`src/rtl/ruleid_packer_if.sv`:
```
// Rule-ID packer bus: input ID stream, packed output word stream and statistics.
// Handshakes: a transfer happens on a rising clk edge where valid & ready are both 1;
// the source keeps data stable while valid is high and ready is low.
interface ruleid_packer_if #(
    parameter int ID_W  = 16,
    parameter int OUT_W = 512
);
    logic [ID_W-1:0]  in_rule_id;
    logic             in_last;
    logic             in_valid;
    logic             in_ready;
    logic [OUT_W-1:0] out_data;
    logic             out_valid;
    logic             out_ready;
    logic [31:0]      stat_words;
    logic [31:0]      stat_ids;

    // Packer side of the bus
    modport master (
        input  in_rule_id, in_last, in_valid, out_ready,
        output in_ready, out_data, out_valid, stat_words, stat_ids
    );

    // Environment side: ID source and word sink
    modport slave (
        output in_rule_id, in_last, in_valid, out_ready,
        input  in_ready, out_data, out_valid, stat_words, stat_ids
    );
endinterface

```
`src/rtl/ruleid_packer.sv`:
```
// Packs 16-bit rule IDs into 32-lane words. A word is emitted when full, on an
// in_last marker, or after TIMEOUT idle cycles with a partial word. ID 0 is padding
// and never stored. One output register plus one held (PENDING) assembly word.
module ruleid_packer #(
    parameter int ID_W    = 16,
    parameter int OUT_W   = 512,
    parameter int TIMEOUT = 1024
) (
    input  logic        clk,
    input  logic        rst,
    ruleid_packer_if.master bus,
    output logic [1:0]  dbg_state_o
);
    localparam int N      = OUT_W / ID_W;
    localparam int SLOT_W = $clog2(N);
    localparam logic [SLOT_W-1:0] SLOT_LAST = SLOT_W'(N - 1);
    localparam logic [15:0]       IDLE_LAST = 16'(TIMEOUT - 1);

    typedef enum logic [1:0] {
        S_EMPTY   = 2'd0,
        S_FILLING = 2'd1,
        S_PENDING = 2'd2
    } state_t;

    state_t             state_q, state_d;
    logic [SLOT_W-1:0]  slot_q, slot_d;
    logic [OUT_W-1:0]   asm_q, asm_d;
    logic [15:0]        idle_q, idle_d;
    logic [OUT_W-1:0]   out_data_q, out_data_d;
    logic               out_valid_q, out_valid_d;
    logic [31:0]        stat_words_q, stat_words_d;
    logic [31:0]        stat_ids_q, stat_ids_d;

    logic               accept, store, out_free, complete, occupied;
    logic [OUT_W-1:0]   asm_next;

    // State and datapath registers; reset discards partial and held words
    always_ff @(posedge clk or posedge rst) begin
        if (rst) begin
            state_q      <= S_EMPTY;
            slot_q       <= '0;
            asm_q        <= '0;
            idle_q       <= '0;
            out_data_q   <= '0;
            out_valid_q  <= 1'b0;
            stat_words_q <= '0;
            stat_ids_q   <= '0;
        end else begin
            state_q      <= state_d;
            slot_q       <= slot_d;
            asm_q        <= asm_d;
            idle_q       <= idle_d;
            out_data_q   <= out_data_d;
            out_valid_q  <= out_valid_d;
            stat_words_q <= stat_words_d;
            stat_ids_q   <= stat_ids_d;
        end
    end

    // Next-state: lane write, completion detection, output load and idle timer
    always_comb begin
        accept       = bus.in_valid & (state_q != S_PENDING);
        store        = accept & (bus.in_rule_id != '0);
        out_free     = ~out_valid_q | bus.out_ready;
        occupied     = (slot_q != '0) | store;

        asm_next = asm_q;
        if (store) begin
            asm_next[int'(slot_q) * ID_W +: ID_W] = bus.in_rule_id;
        end

        complete = (store & (slot_q == SLOT_LAST))
                 | (accept & bus.in_last & occupied)
                 | ((state_q == S_FILLING) & ~accept & (idle_q == IDLE_LAST));

        state_d      = state_q;
        slot_d       = slot_q;
        asm_d        = asm_q;
        idle_d       = '0;
        out_data_d   = out_data_q;
        // A handshake empties the output register unless a word loads below
        out_valid_d  = out_valid_q & ~bus.out_ready;
        stat_words_d = stat_words_q + {31'd0, out_valid_q & bus.out_ready};
        stat_ids_d   = stat_ids_q + {31'd0, store};

        case (state_q)
            S_EMPTY, S_FILLING: begin
                if (complete) begin
                    slot_d = '0;
                    if (out_free) begin
                        out_data_d  = asm_next;
                        out_valid_d = 1'b1;
                        asm_d       = '0;
                        state_d     = S_EMPTY;
                    end else begin
                        // Hold the finished word until the output register frees up
                        asm_d   = asm_next;
                        state_d = S_PENDING;
                    end
                end else begin
                    asm_d   = asm_next;
                    slot_d  = slot_q + {{(SLOT_W-1){1'b0}}, store};
                    state_d = occupied ? S_FILLING : S_EMPTY;
                    if ((state_q == S_FILLING) && !accept) begin
                        idle_d = idle_q + 16'd1;
                    end
                end
            end
            S_PENDING: begin
                idle_d = idle_q;
                if (out_free) begin
                    out_data_d  = asm_q;
                    out_valid_d = 1'b1;
                    asm_d       = '0;
                    state_d     = S_EMPTY;
                end
            end
            default: begin
                state_d = S_EMPTY;
                slot_d  = '0;
                asm_d   = '0;
            end
        endcase
    end

    assign bus.in_ready   = (state_q != S_PENDING);
    assign bus.out_data   = out_data_q;
    assign bus.out_valid  = out_valid_q;
    assign bus.stat_words = stat_words_q;
    assign bus.stat_ids   = stat_ids_q;
    assign dbg_state_o    = state_q;
endmodule
```
`src/flat_wrapper.sv`:
```
// flat-port wrapper written by rule: the top's interface ports become plain ports
module ruleid_packer_flat 
#(
    parameter int ID_W    = 16,
    parameter int OUT_W   = 512,
    parameter int TIMEOUT = 1024
)
  (clk, rst, dbg_state_o, bus_in_rule_id, bus_in_last, bus_in_valid, bus_out_ready, bus_in_ready, bus_out_data, bus_out_valid, bus_stat_words, bus_stat_ids);
  ruleid_packer_if #(.ID_W(ID_W), .OUT_W(OUT_W)) bus_i ();
  input  logic clk;
  input  logic rst;
  output logic [1:0] dbg_state_o;
  input wire logic [$bits(bus_i.in_rule_id)-1:0] bus_in_rule_id;
  input wire logic [$bits(bus_i.in_last)-1:0] bus_in_last;
  input wire logic [$bits(bus_i.in_valid)-1:0] bus_in_valid;
  input wire logic [$bits(bus_i.out_ready)-1:0] bus_out_ready;
  output wire logic [$bits(bus_i.in_ready)-1:0] bus_in_ready;
  output wire logic [$bits(bus_i.out_data)-1:0] bus_out_data;
  output wire logic [$bits(bus_i.out_valid)-1:0] bus_out_valid;
  output wire logic [$bits(bus_i.stat_words)-1:0] bus_stat_words;
  output wire logic [$bits(bus_i.stat_ids)-1:0] bus_stat_ids;
  assign bus_i.in_rule_id = bus_in_rule_id;
  assign bus_i.in_last = bus_in_last;
  assign bus_i.in_valid = bus_in_valid;
  assign bus_i.out_ready = bus_out_ready;
  assign bus_in_ready = bus_i.in_ready;
  assign bus_out_data = bus_i.out_data;
  assign bus_out_valid = bus_i.out_valid;
  assign bus_stat_words = bus_i.stat_words;
  assign bus_stat_ids = bus_i.stat_ids;
  ruleid_packer #(.ID_W(ID_W), .OUT_W(OUT_W), .TIMEOUT(TIMEOUT)) u_core (.clk(clk), .rst(rst), .bus(bus_i), .dbg_state_o(dbg_state_o));
endmodule
```
`config.mk`:
```
export PLATFORM = sky130hd
export DESIGN_NAME = ruleid_packer_flat
export DESIGN_NICKNAME = d
export VERILOG_FILES = /design/src/rtl/ruleid_packer_if.sv /design/src/rtl/ruleid_packer.sv /design/src/flat_wrapper.sv
export SDC_FILE = /design/constraint.sdc
export NUM_CORES = 2
export LEC_CHECK = 0
export ABC_AREA = 1
export CAP_MARGIN = 20
export CORE_ASPECT_RATIO = 1.2
export CORE_MARGIN = 1.5
export CORE_UTILIZATION = 35
export CTS_BUF_LIST = sky130_fd_sc_hd__clkbuf_8
export CTS_CLUSTER_DIAMETER = 200
export DETAILED_ROUTE_END_ITERATION = 6
export SYNTH_ARGS = -nofsm -noshare
export SYNTH_HDL_FRONTEND = slang
export SYNTH_SLANG_ARGS = --single-unit
```
`constraint.sdc`:
```
create_clock -name clk -period 38.4 [get_ports clk]
set_input_delay 9.6 -clock clk [delete_from_list [all_inputs] [get_ports clk]]
set_output_delay 9.6 -clock clk [all_outputs]
set_load 0.005 [all_outputs]
```
---- Yosys cells after proc, flatten, opt, wreduce, memory -nomap -nowiden ----
Index checks and enable logic that the tools add are counted.
cells by class
  eq/ne operators ......................... 8
  add/subtract/negate cells ............... 5
  shifts and indexed selects .............. 2
  mux-type cells .......................... 23
  reductions and logical operators ........ 8
  bitwise operators ....................... 16
operators by type and width
  kind                         number
  $mux W512                    7
  $pmux W512 S2                2
  $bwmux W512                  1
  $shift A16 B33 Y512 const A  1
  $shiftx A16 B33 Y512         1
  $add A32 B1 Y32              2
  $neg A9 Y33                  1
  $mux W16                     2
  $pmux W16 S2                 1
  $add A16 B1 Y16 const B      1
  $eq A16 B10 Y1 const B       1
  $reduce_bool A16 Y1          1
  $pmux W5 S2                  1
  $and A1 B1 Y1                9
  $mux W2                      3
  $ne A2 B1 Y1 const B         3
  $add A5 B1 Y5                1
  $eq A5 B5 Y1 const B         1
  $mux W5                      1
  $reduce_bool A5 Y1           1
  $or A1 B1 Y1                 4
  $pmux W2 S2                  1
  $reduce_and A4 Y1            1
  $mux W1                      3
  other kinds (10)             12
word-level totals
  output and inout bits ................... 580
  word-level logic and storage cells ...... 70
  bits in registers ....................... 1112

---- Logic depth before layout (Yosys ltp) ----
  word-level depth ........................ 9
  depth in mapped cells ................... 18
  mapped depth without buffers ............ 15

---- Worst setup path before layout ----
No wires, ideal clock.
  path type ............................... in2reg
  start point ............................. in bus_in_valid
  end point ............................... reg u_core.stat_ids_q[26], in the netlist u_core.bus.stat_ids[26]
  setup slack ............................. 26203 ps
  path buffers ............................ 3
  arrival time ............................ 12072 ps
  stages on the path ...................... 17
  cell sequence ........................... inv_1 -> nor2_4 -> inv_2 -> a21oi_2 -> buf_4 -> buf_2 -> buf_2 -> ha_1 -> ha_1 -> nand3_1 -> inv_1 -> nand2_1 -> nor2_1 -> nand2_1 -> nor3_1 -> nand4_1 -> xnor2_1
on the way
  longest elaborated chain between the ends .. 3
ends and longest elaborated chain
  element                    RTL line             source
  from (decl)                flat_wrapper.sv:15   input wire logic [$bits(bus_i.in_valid)-1:0] bus_in_valid;
  $and A1 B1 Y1              ruleid_packer.sv:62  accept = bus.in_valid & (state_q != S_PENDING);
  $and A1 B1 Y1              ruleid_packer.sv:63  store = accept & (bus.in_rule_id != '0);
  $add A32 B1 Y32            ruleid_packer.sv:84  stat_ids_d = stat_ids_q + {31'd0, store};
  via u_core.stat_ids_d[26]  ruleid_packer.sv:32  logic [31:0] stat_ids_q, stat_ids_d;
  to (signal assigned)       ruleid_packer.sv:56  stat_ids_q <= stat_ids_d;
  to (decl)                  ruleid_packer.sv:32
The timed path passes the listed nets, and every way through them passes these cells.
A chain may end at the register's enable or synchronous reset.

---- Final worst setup path ----
  start point ............................. in bus_in_rule_id[12]
  end point ............................... reg u_core.out_data_q[488], in the netlist u_core.bus.out_data[488]
on the way
  longest elaborated chain between the ends .. 8
  elaborated cells on any way between the ends .. 15
  those cells by class .................... 1 x eq/ne; 1 x shift; 5 x mux; 6 x bitwise; 2 x reduce/logical
ends and longest elaborated chain
  element                             RTL line             source
  from (decl)                         flat_wrapper.sv:13   input wire logic [$bits(bus_i.in_rule_id)-1:0] bus_in_rule_id;
  $reduce_bool A16 Y1                 ruleid_packer.sv:63
  $and A1 B1 Y1                       ruleid_packer.sv:63
  $or A1 B1 Y1                        ruleid_packer.sv:65  occupied = (slot_q != '0) | store;
  $and A1 B1 Y1                       ruleid_packer.sv:73  | (accept & bus.in_last & occupied)
  $or A1 B1 Y1                        ruleid_packer.sv:73
  $or A1 B1 Y1                        ruleid_packer.sv:74  | ((state_q == S_FILLING) & ~accept & (idle_q == IDLE_LAST));
  $ne A2 B1 Y1 (no source line)       --
  $reduce_and A4 Y1 (no source line)  --
  to (signal assigned)                ruleid_packer.sv:53  out_data_q <= out_data_d;
  to (decl)                           ruleid_packer.sv:29  logic [OUT_W-1:0] out_data_q, out_data_d;
Several ways; a longest one is shown, not always the timed one. The select of a mux whose other input is x is not followed.

==> flow_results.xml <==
<?xml version="1.0" encoding="UTF-8"?>
<metrics>
  <group name="timing">
    <metric name="clock-skew-final" unit="ns">0.0308</metric>
    <metric name="layout_worst_path_cycle_share" unit="%">38.4</metric>
    <metric name="worst_slew_margin_rel" unit="%">20.1</metric>
    <metric name="timing.fmax" unit="MHz">67.9</metric>
    <metric name="setup_viol" unit="">0</metric>
    <metric name="timing_hold_violations_final" unit="">0</metric>
    <metric name="setup_total_negative_slack" unit="ns">0</metric>
    <metric name="finalCriticalPeriod" unit="ns">14.73</metric>
    <metric name="final-max-slew-violation-count" unit="">0</metric>
    <metric name="worst_slew_pin_slew" unit="ns">1.19</metric>
    <metric name="setup_repair_after_global_routing_missed_its_margin" unit="">false</metric>
  </group>
  <group name="power">
    <metric name="internal_power" unit="mW">1.95</metric>
    <metric name="maximum_resistive_drop_on_vdd" unit="V">0.0000503</metric>
    <metric name="pwr_density_cell" unit="nW/um2">49.8</metric>
    <metric name="power.leakage" unit="nW">34.0</metric>
    <metric name="combinationalPowerShare" unit="%">25.0</metric>
    <metric name="proportion_of_total_power_due_to_net_switching" unit="%">38.8</metric>
    <metric name="pwr-share-clk" unit="%">36.1</metric>
    <metric name="total_switching_power" unit="mW">1.23</metric>
    <metric name="seq_power_share" unit="%">38.9</metric>
  </group>
  <group name="cells_and_area">
    <metric name="seq_area" unit="um2">27800</metric>
    <metric name="syn2layout_area_growth" unit="%">20.8</metric>
    <metric name="drive_gt1_share" unit="%">6.51</metric>
    <metric name="nets" unit="">7365</metric>
    <metric name="filler_cells_inserted" unit="">15000</metric>
    <metric name="multi_input_area" unit="um2">22100</metric>
    <metric name="fin_util" unit="%">42.7</metric>
  </group>
  <group name="floorplan">
    <metric name="die_height" unit="um">428</metric>
    <metric name="initial_core_util" unit="%">35.4</metric>
    <metric name="die_span_x" unit="um">358</metric>
    <metric name="num_rows" unit="">155</metric>
    <metric name="design.die.area" unit="um2">153000</metric>
    <metric name="core_area" unit="um2">149000</metric>
    <metric name="num_io_pins" unit="">601</metric>
  </group>
  <group name="yosys">
    <metric name="synth_simple_gate_area_share" unit="%">38.1</metric>
    <metric name="post_synth_net_total" unit="">6949</metric>
    <metric name="synth_area_leader_cell" unit="">dfrtp_1</metric>
    <metric name="synth.cell_area" unit="um2">52800</metric>
    <metric name="synth.top_cells.by_area" unit="">dfrtp_1 (53%), nand2_1 (26%), nand3_1 (8.1%)</metric>
    <metric name="synth_top_flop_cell" unit="">dfrtp_1</metric>
    <metric name="synth_cell_types" unit="">42</metric>
    <metric name="seq_cells_post_synth" unit="">1112</metric>
    <metric name="synth_largest_type_area_fraction" unit="%">52.7</metric>
    <metric name="netlist_instances" unit="">6918</metric>
    <metric name="share_of_cell_area_taken_by_muxes_after_synthesis" unit="%">0</metric>
    <metric name="synth_enable_flop_cells" unit="">0</metric>
    <metric name="synth_compound_area_share" unit="%">2.36</metric>
    <metric name="ys_seq_area_share" unit="%">52.7</metric>
    <metric name="post_synth_fa_ha_maj_area_fraction" unit="%">0.237</metric>
    <metric name="synth_area_in_xor_xnor" unit="%">1.11</metric>
    <metric name="postSynthAreaPerCell" unit="um2">7.63</metric>
    <metric name="synth_top_family_by_area" unit="">simple AND/OR/NAND/NOR gates</metric>
    <metric name="warnings_from_yosys" unit="">0</metric>
    <metric name="postSynth.asyncResetShare" unit="%">100</metric>
  </group>
  <group name="global_route">
    <metric name="grtUsageMet3" unit="%">5.98</metric>
    <metric name="global_route_wire_length_before_repair" unit="mm">306</metric>
    <metric name="grt_most_used_layer" unit="">met2</metric>
    <metric name="pin_count_of_the_biggest_net_entering_global_routing" unit="">187</metric>
    <metric name="globalRouteMet2Util" unit="%">40.4</metric>
    <metric name="globalRouteOverflowTotal" unit="">0</metric>
    <metric name="gr-usage-met1" unit="%">35.1</metric>
    <metric name="antenna_found_initial" unit="">10</metric>
    <metric name="global_route.usage.total" unit="%">26.4</metric>
    <metric name="grt_pass1_vias" unit="">46800</metric>
  </group>
  <group name="critical_path">
    <metric name="cp-start-kind" unit="">input port</metric>
    <metric name="critPathArrivalTime" unit="ns">15.60</metric>
    <metric name="path_max_fanout" unit="">98</metric>
    <metric name="worst-endpoint-required" unit="ns">39.27</metric>
    <metric name="critical_path_class" unit="">input port to flip-flop</metric>
    <metric name="setup.worst_path.end_class" unit="">flip-flop</metric>
  </group>
  <group name="clock_network">
    <metric name="clock-root-buffer" unit="">clkbuf_8</metric>
    <metric name="clk_path_buf_depth" unit="">3</metric>
    <metric name="insertion_delay_of_the_later_clocked_pin_in_the_worst_skew_pair" unit="ns">0.97</metric>
    <metric name="clk_transition_reported_paths" unit="ns">0.07</metric>
    <metric name="numCtsBuffers" unit="">185</metric>
    <metric name="holdBufCountCts" unit="">0</metric>
    <metric name="cts-htree-levels" unit="">4</metric>
    <metric name="post_cts.resized_instances" unit="">0</metric>
    <metric name="cts_tree" unit="">done</metric>
    <metric name="clock_sink_count" unit="">1112</metric>
    <metric name="cts_post_setup_buffers_inserted" unit="">0</metric>
  </group>
  <group name="route">
    <metric name="detailed_route_iter0_violations" unit="">4656</metric>
    <metric name="routed_wirelength" unit="mm">206</metric>
    <metric name="dr.pass1.iters" unit="">6</metric>
    <metric name="drt_drc_violations_left" unit="">0</metric>
    <metric name="detailroute.via_count" unit="">48500</metric>
    <metric name="ratio_of_routed_vias_to_standard_cells" unit="">5.13</metric>
    <metric name="route.detailed.wl_per_inst" unit="um">21.8</metric>
    <metric name="ant_nets" unit="">0</metric>
  </group>
  <group name="placed_design">
    <metric name="place.detailed.hpwl" unit="mm">138</metric>
    <metric name="gp_routability_congestion" unit="">0.860</metric>
    <metric name="port_buffers" unit="">600</metric>
  </group>
  <group name="flow_run">
    <metric name="maxCapViolations" unit="">0</metric>
  </group>
  <group name="outcome">
    <metric name="result_of_the_run" unit="">finished, final reports clean</metric>
  </group>
  <group name="min_path">
    <metric name="hold_wc_path_type" unit="">flip-flop to flip-flop</metric>
  </group>
</metrics>
## state kept, by name, indices dropped and copies added (netlist names)
signal,flops
u_core.bus.out_valid,1
u_core.slot_q,5
u_core.idle_q,16
u_core.dbg_state_o,2
u_core.asm_q,512
u_core.bus.out_data,512
u_core.bus.stat_ids,32
u_core.bus.stat_words,32
## final timing paths
| check | start | end | slack [ns] | depth (start not counted) |
|---|---|---|---|---|
| setup reg to reg | u_core.slot_q[0] | u_core.bus.out_data[488] | 32.21 | 16 |
| max in group asynchronous | rst | u_core.asm_q[360] | 24.41 | 8 |
| hold reg to reg | u_core.bus.stat_ids[31] | u_core.bus.stat_ids[31] | 0.47 | 1 |
| setup / recovery | bus_in_rule_id[12] | u_core.bus.out_data[488] | 23.67 | 16 |
| hold / removal | u_core.bus.stat_ids[31] | u_core.bus.stat_ids[31] | 0.47 | 1 |
| min in group asynchronous | rst | u_core.bus.stat_words[7] | 8.92 | 2 |
## cell usage after synthesis, types with 3 or more instances
master    count
xor2_1       41
ha_1         10
nand4_1      55
o21ai_1     114
nor2_2       13
nor2_1      225
nand2_2      19
clkbuf_1    127
nand4_2       5
o22ai_1      10
buf_1        35
dfrtp_1    1112
buf_2       222
inv_1       178
nand2_1    3592
buf_6        11
nand3_2       8
nand3_1     857
nor3_4        3
xnor2_1      26
o21ai_2      25
o21ai_0      70
nor2_4       16
nand2_4       4
buf_4        44
nor3_1       42
nand3b_1     15
inv_2        13
nand3_4       5
nor4_1        6
## cell type report
cell class,instances,area share [%]
clock inverters,96,1.17
multi-input cells,5171,34.7
inverters,196,1.21
well taps,1962,3.85
flip-flops and latches,1112,43.6
repair buffers,668,10.4
diodes,7,0.0275
clock buffers,236,5.09
## power by group through the flow
stage / registers [mW] / clock network (mW) / logic (mW)
2_1_floorplan: 1.25 / 0 / 0.451
4_1_cts: 1.24 / 1.17 / 0.793
6_report: 1.24 / 1.15 / 0.796
3_5_place_dp: 1.26 / 0 / 0.791
3_3_place_gp: 1.26 / 0 / 0.791
5_1_grt: 1.24 / 1.22 / 0.838
## placed cells by master (no fill, tap or decap), types with 3 or more instances in the layout
cell             instances
ha_1                    10
xnor2_1                 26
clkinv_2                27
o21ai_2                 25
nor4_1                   5
clkinvlp_4               6
buf_4                   60
inv_8                    8
bufinv_16                8
dfrtp_1               1112
inv_1                  215
nand2_8                  3
buf_12                   4
nor2_4                  17
o22ai_1                 10
buf_16                   3
nand3_2                  7
nor3_4                   3
o21ai_0                 70
nor2_1                 224
nand2_4                  4
inv_2                   12
nand3b_1                15
nand2_1               3591
o21ai_1                114
nand4_1                 55
nor2_2                  13
nand2_2                 18
xor2_1                  41
diode_2                  7
nand3_1                857
clkbuf_8               236
nand4_2                  5
nor3_1                  41
inv_6                    9
clkdlybuf4s50_1        600
nand3_4                  6
## stage by stage
stage | instances | setup WS [ns] | area, um2 | hold slack, ns | power, mW
2_1_floorplan | 6918 | 13.46 | 52800 | 0.443 | 1.70
3_3_place_gp | 9105 | 22.84 | 59700 | 0.455 | 2.05
3_5_place_dp | 9106 | 22.75 | 59700 | 0.459 | 2.05
4_1_cts | 9438 | 23.82 | 63700 | 0.470 | 3.20
5_1_grt | 9443 | 23.28 | 63800 | 0.485 | 3.30
6_report | 9448 | 23.67 | 63800 | 0.466 | 3.18
## kinds of logic after synthesis
group           after synthesis
xor+xnor                     67
flops                      1112
buf+inv                     635
compound gates              225
fa+ha+maj                    10
simple gates               4869
## worst max-delay path: stages
cell and delay (ns):
clkdlybuf4s50_1 0.58, nor2_1 0.21, nand2_1 0.09, nor2_2 0.29, nand2_2 0.19, nand2_4 0.17
nand2_1 0.08, nand2_2 0.10, nand3_4 0.18, nand3_4 0.38, buf_4 0.84, buf_4 0.83
buf_4 0.85, buf_4 0.77, nand2_1 0.10, o21ai_1 0.12
## layer usage
metal | vias up | part of all wire [%]
li1 | 22600 | -
met2 | 1942 | 45
met1 | 23600 | 42
met3 | 383 | 7.6
met4 | 6 | 5.0
met5 | - | 0.025
Power figures use the tool's default switching activity.
